==> src/rtl/fib_scheduler.sv <==
// fib_scheduler: round-robin front end that shares one Fibonacci engine among
// NREQ requesters. One request is in flight at a time; out-of-range indices are
// answered with an error and never reach the engine. The engine start/busy
// handshake is sequenced here, and a watchdog turns a stuck engine into an
// error response.
module fib_scheduler #(
    parameter int NREQ      = 4,
    parameter int MAX_N     = 47,
    parameter int WD_CYCLES = 64
) (
    input  logic                    clk,
    input  logic                    rst,
    input  logic [NREQ-1:0]         req_valid,
    input  logic [NREQ*32-1:0]      req_n,
    output logic [NREQ-1:0]         req_ready,
    output logic                    rsp_valid,
    input  logic                    rsp_ready,
    output logic [$clog2(NREQ)-1:0] rsp_id,
    output logic [31:0]             rsp_data,
    output logic                    rsp_err,
    output logic                    eng_start,
    output logic [31:0]             eng_n,
    input  logic [31:0]             eng_result,
    input  logic                    eng_busy,
    output logic [15:0]             done_count
);

    localparam int IDW = $clog2(NREQ);
    localparam int SW  = IDW + 1;
    localparam int WDW = $clog2(WD_CYCLES + 1);

    localparam logic [WDW-1:0] WD_LAST = WDW'(WD_CYCLES - 1);
    localparam logic [SW-1:0]  NREQ_S  = SW'(NREQ);
    localparam logic [IDW-1:0] LAST_ID = IDW'(NREQ - 1);
    localparam logic [31:0]    MAX_N_V = 32'(MAX_N);

    typedef enum logic [2:0] {
        S_IDLE,
        S_LAUNCH,
        S_WAIT_HI,
        S_WAIT_LO,
        S_RESP
    } state_t;

    state_t          state_q, state_d;
    logic [IDW-1:0]  rr_ptr_q, rr_ptr_d;
    logic [31:0]     n_q, n_d;
    logic [IDW-1:0]  rsp_id_q, rsp_id_d;
    logic [31:0]     rsp_data_q, rsp_data_d;
    logic            rsp_err_q, rsp_err_d;
    logic [WDW-1:0]  wd_q, wd_d;
    logic [15:0]     done_q, done_d;

    // Rotated scan: offset gi looks at requester (rr_ptr + gi) mod NREQ.
    logic [SW-1:0]   scan_sum [NREQ];
    logic [IDW-1:0]  scan_idx [NREQ];
    logic [NREQ-1:0] scan_hit;

    genvar gi;
    generate
        for (gi = 0; gi < NREQ; gi++) begin : g_scan
            assign scan_sum[gi] = {1'b0, rr_ptr_q} + SW'(gi);
            assign scan_idx[gi] = (scan_sum[gi] >= NREQ_S) ?
                                  IDW'(scan_sum[gi] - NREQ_S) :
                                  scan_sum[gi][IDW-1:0];
            assign scan_hit[gi] = req_valid[scan_idx[gi]];
        end
    endgenerate

    logic           grant_any;
    logic [IDW-1:0] grant_idx;
    logic [31:0]    grant_n;

    // Pick the pending requester with the smallest rotated offset.
    always_comb begin
        grant_any = 1'b0;
        grant_idx = '0;
        for (int k = NREQ - 1; k >= 0; k--) begin
            if (scan_hit[k]) begin
                grant_any = 1'b1;
                grant_idx = scan_idx[k];
            end
        end
    end

    assign grant_n = req_n[{grant_idx, 5'd0} +: 32];

    // Next-state logic, grant pulse, engine start and response capture.
    always_comb begin
        state_d    = state_q;
        rr_ptr_d   = rr_ptr_q;
        n_d        = n_q;
        rsp_id_d   = rsp_id_q;
        rsp_data_d = rsp_data_q;
        rsp_err_d  = rsp_err_q;
        wd_d       = wd_q;
        done_d     = done_q;
        req_ready  = '0;
        eng_start  = 1'b0;

        case (state_q)
            S_IDLE: begin
                // A busy engine (e.g. still running after a timeout) defers the grant.
                if (grant_any && !eng_busy && !rst) begin
                    req_ready[grant_idx] = 1'b1;
                    n_d      = grant_n;
                    rsp_id_d = grant_idx;
                    rr_ptr_d = (grant_idx == LAST_ID) ? '0 : grant_idx + 1'b1;
                    wd_d     = '0;
                    if (grant_n > MAX_N_V) begin
                        rsp_err_d  = 1'b1;
                        rsp_data_d = 32'd0;
                        state_d    = S_RESP;
                    end else begin
                        state_d = S_LAUNCH;
                    end
                end
            end
            S_LAUNCH: begin
                eng_start = 1'b1;
                wd_d      = '0;
                state_d   = S_WAIT_HI;
            end
            S_WAIT_HI: begin
                // The engine must raise busy within two cycles of start.
                if (eng_busy) begin
                    wd_d    = '0;
                    state_d = S_WAIT_LO;
                end else if (wd_q != '0) begin
                    rsp_err_d  = 1'b1;
                    rsp_data_d = 32'd0;
                    state_d    = S_RESP;
                end else begin
                    wd_d = wd_q + 1'b1;
                end
            end
            S_WAIT_LO: begin
                if (!eng_busy) begin
                    rsp_data_d = eng_result;
                    rsp_err_d  = 1'b0;
                    state_d    = S_RESP;
                end else if (wd_q == WD_LAST) begin
                    rsp_err_d  = 1'b1;
                    rsp_data_d = 32'd0;
                    state_d    = S_RESP;
                end else begin
                    wd_d = wd_q + 1'b1;
                end
            end
            S_RESP: begin
                if (rsp_ready) begin
                    done_d  = done_q + 16'd1;
                    state_d = S_IDLE;
                end
            end
            default: begin
                state_d = S_IDLE;
            end
        endcase
    end

    // State and datapath registers; reset discards any in-flight result.
    always_ff @(posedge clk) begin
        if (rst) begin
            state_q    <= S_IDLE;
            rr_ptr_q   <= '0;
            n_q        <= 32'd0;
            rsp_id_q   <= '0;
            rsp_data_q <= 32'd0;
            rsp_err_q  <= 1'b0;
            wd_q       <= '0;
            done_q     <= 16'd0;
        end else begin
            state_q    <= state_d;
            rr_ptr_q   <= rr_ptr_d;
            n_q        <= n_d;
            rsp_id_q   <= rsp_id_d;
            rsp_data_q <= rsp_data_d;
            rsp_err_q  <= rsp_err_d;
            wd_q       <= wd_d;
            done_q     <= done_d;
        end
    end

    assign rsp_valid  = (state_q == S_RESP);
    assign rsp_id     = rsp_id_q;
    assign rsp_data   = rsp_data_q;
    assign rsp_err    = rsp_err_q;
    assign eng_n      = n_q;
    assign done_count = done_q;

endmodule

==> config.mk <==
export PLATFORM = sky130hd
export DESIGN_NAME = fib_scheduler
export DESIGN_NICKNAME = d
export VERILOG_FILES = /design/src/rtl/fib_scheduler.sv
export SDC_FILE = /design/constraint.sdc
export NUM_CORES = 1
export LEC_CHECK = 0
export BUFFER_PORTS_ARGS = -buffer_cell sky130_fd_sc_hd__buf_2
export CAP_MARGIN = 20
export CORE_MARGIN = 8
export CORE_UTILIZATION = 30
export DETAILED_ROUTE_END_ITERATION = 10
export GPL_TIMING_DRIVEN = 0
export PLACE_DENSITY = 0.63
export SLEW_MARGIN = 20
export SYNTH_ARGS = -nofsm -noshare
export SYNTH_HDL_FRONTEND = slang
export SYNTH_SLANG_ARGS = --single-unit
==> constraint.sdc <==
create_clock -name clk -period 2.9 [get_ports clk]
set_input_delay 0 -clock clk [delete_from_list [all_inputs] [get_ports clk]]
set_output_delay 0 -clock clk [all_outputs]
set_load 0.05 [all_outputs]
==> impl_metrics.ini <==
[timing]
worst_pin_slew_ns = 0.984
rsz0062_at_grt = yes
finalCritPeriodShare = 0.935
timing.fmax_mhz = 369
hold-worst-slack_ns = 0.0396
setup_violations = 0
setup_tns_ns = 0
maxSlewHeadroom = 0.338
hold_viol = 0
slew_viol_final = 0
period_minus_slack_ns = 2.71
fin_ws_ns = 0.188
fin_skew_ns = 0.00679

[critical_path]
slowest_stage = dfxtp_2
critPathMaxStageDelay_ns = 0.37
r2r_end = rsp_data[3]
crit_path_end_kind = flip-flop
arrival_ns = 3.00
reg2reg_slack_ns = 0.19
r2r-start = rr_ptr_q[1]
startpoint = rr_ptr_q[1]
rr_worst_depth = 12
cp-endpoint = rsp_data[3]
cp.required_ns = 3.18
path_cells = and2_1 > o221ai_4 > buf_4 > clkbuf_2 > and3_1 > a211oi_2 > o22ai_1 > nor4_2 > nand4_2 > buf_4 > buf_6 > o21ai_1
start_kind = flip-flop
path_max_fanout = 10
path_common_cell = buf_4
worst-setup-path-type = reg -> reg

[finish]
fillCellCount = 1760
diodes = 0
final_layout_size_suffix_gt1_frac = 0.356
final_util = 0.449
synthToLayoutAreaGrowth_pct = 45.9
final_cells = 1206
fin_nets = 1151

[yosys]
syn-num-nets = 846
synth.area.top_cells = dfxtp_1 (36%), and3_1 (6.7%), a211oi_1 (6.0%)
syn_inst = 671
synth_top_area_frac = 0.356
synth_ff_type = dfxtp_1
ys_seq_area_frac = 0.356
syn_area_sq_um = 5340
yosysTopAreaCell = dfxtp_1
synth-edff-count = 0
syn_area_per_cell_sq_um = 7.96
ys_seq_elements = 95
yosys_warnings = 0
synthArstFlopShare = 0
synth.distinct_cells = 48

[detailed_routing]
drc = 0
drt_iter0_markers = 251
drt_pre_antenna_iters = 4
route.vias.total = 6208
routed-wl-met2_mm = 10.5
ant_nets = 0
vias_per_cell = 5.15
wl_per_cell_microns = 18.2
met3WireLength_mm = 1.91
drt-met1-wl_mm = 9.02
drt-total-wl_mm = 21.9
top_layer = met4

[die]
core_sq_um = 17400
chipWidth_microns = 149
die_area_sq_um = 22300
ios = 257
initial_utilization = 0.308
rows = 48
die_h_microns = 149

[global_routing]
grt_pass1_wl_mm = 33.9
grt_max_degree = 17
grt_pass1_vias = 6372
grt_remaining_overflow = 0
grtUsageTotal = 0.192
antenna_found_initial = 0

[clocking]
insertion_delay_ns = 0.35
cts_tree = built
clkTransAtPathRegs_ns = 0.07
cts_sinks = 95
root_buffer = clkbuf_16
htree_levels = 3
clockBufferDepth = 2
cts_buffers = 9

[min_path]
min_path_type = in -> reg

[power_and_ir_drop]
leakage_nw = 3.44
power_density_nw_per_um2 = 463
vdd_ir_drop_max_uv = 242

[placed_design]
hpwl_mm = 17.1
finalWeightedCongestion = 0.855
place_inst = 1152
post-place-ws_ns = -0.430
portBuffers = 256

[flow_run]
drv_cap = 0

[status]
status = completed
-- repair_timing --
item                                    in CTS  in global routing
pin swaps                                    5                  4
endpoints found under the hold margin       34                  0
resized for setup                           14                 40
gates cloned                                 0                  0
hold buffers                                34                  0
setup buffers                                7                  0
endpoints found under the setup margin      37                 37
-- cell usage in the layout, fill, tap and decap left out, types with 30 or more instances in the layout --
cell type        n
a21oi_1         41
dfxtp_1         93
nand3_1         52
a211oi_2        30
o21ai_1         30
dlygate4sd3_1   34
a32oi_1         32
nor2_1          31
clkbuf_1        42
nand2_1         73
buf_2          257
and3_1          57
-- layer usage --
metal / global-route usage / vias to the layer above
li1: - / 3084
met1: 0.219 / 2852
met2: 0.328 / 244
met3: 0.0586 / 28
met4: 0.0747 / 0
met5: 0 / -
-- report_power, final --
group,switching (W),total (W),internal [W]
Sequential,0.0000226,0.00137,0.00134
Clock,0.000544,0.00127,0.000724
Combinational,0.000613,0.000968,0.000354
Total,0.00118,0.00360,0.00242
-- cells in the mapped netlist (13+ instances only) --
cell type  number
a211oi_1       43
a21oi_1        42
a32oi_1        32
and2_1         13
and3_1         57
clkbuf_1       52
dfxtp_1        95
nand2_1        74
nand3_1        52
nor2_1         31
o21ai_1        30
or3_1          24
-- stage by stage --
step | area (sq um) | total power (W)
after floorplan | 5340 | 0.00194
after global placement | 6900 | 0.00227
after detailed placement | 6900 | 0.00227
after CTS | 7680 | 0.00361
after global routing | 7790 | 0.00377
final | 7790 | 0.00360
-- critical path, delay by kind of cell (launching register included) --
family | cells | cell delay, ns
and+or+nand+nor | 4 | 0.86
AOI/OAI and AO/OA | 4 | 0.73
buffers and inverters | 4 | 0.66
DFF | 1 | 0.37
-- logic make-up after synthesis --
| logic type | Yosys count | synth area share |
|---|---|---|
| mux | 2 | 0.00375 |
| flops | 95 | 0.356 |
| simple gates | 282 | 0.276 |
| buf+inv | 75 | 0.0616 |
| compound gates | 191 | 0.255 |
| fa+ha+maj | 7 | 0.0164 |
| xor+xnor | 19 | 0.0312 |
-- area by class of cell --
class,count,area [sq um],share of cell area
Sequential cell,95,1900,0.244
Inverter,12,47.5,0.00610
Multi-Input combinational cell,501,3280,0.420
Clock buffer,11,253,0.0324
Buffer,60,289,0.0371
Tap cell,225,282,0.0361
Clock inverter,5,65.1,0.00835
Timing Repair Buffer,297,1670,0.215
-- registers in the layout, indices dropped and copies added, names as in the netlist --
register,cells
rsp_err,1
rsp_id,2
wd_q,7
eng_n,32
rr_ptr_q,2
state_q,3
rsp_data,32
done_count,16
-- how the worst min path moves through the flow --
stage / startpoint / endpoint / slack [ns] / depth (start not counted)
floorplan: eng_result[0] / rsp_data[0] / 0.12 / 2
CTS: req_n[34] / eng_n[2] / 0.03 / 5
detailed placement: eng_result[26] / rsp_data[26] / 0.22 / 3
finish: req_n[34] / eng_n[2] / 0.04 / 5
global route: req_n[65] / eng_n[1] / 0.06 / 5
global placement: eng_result[8] / rsp_data[8] / 0.21 / 3
No activity file was read; power rests on OpenSTA's default activity.
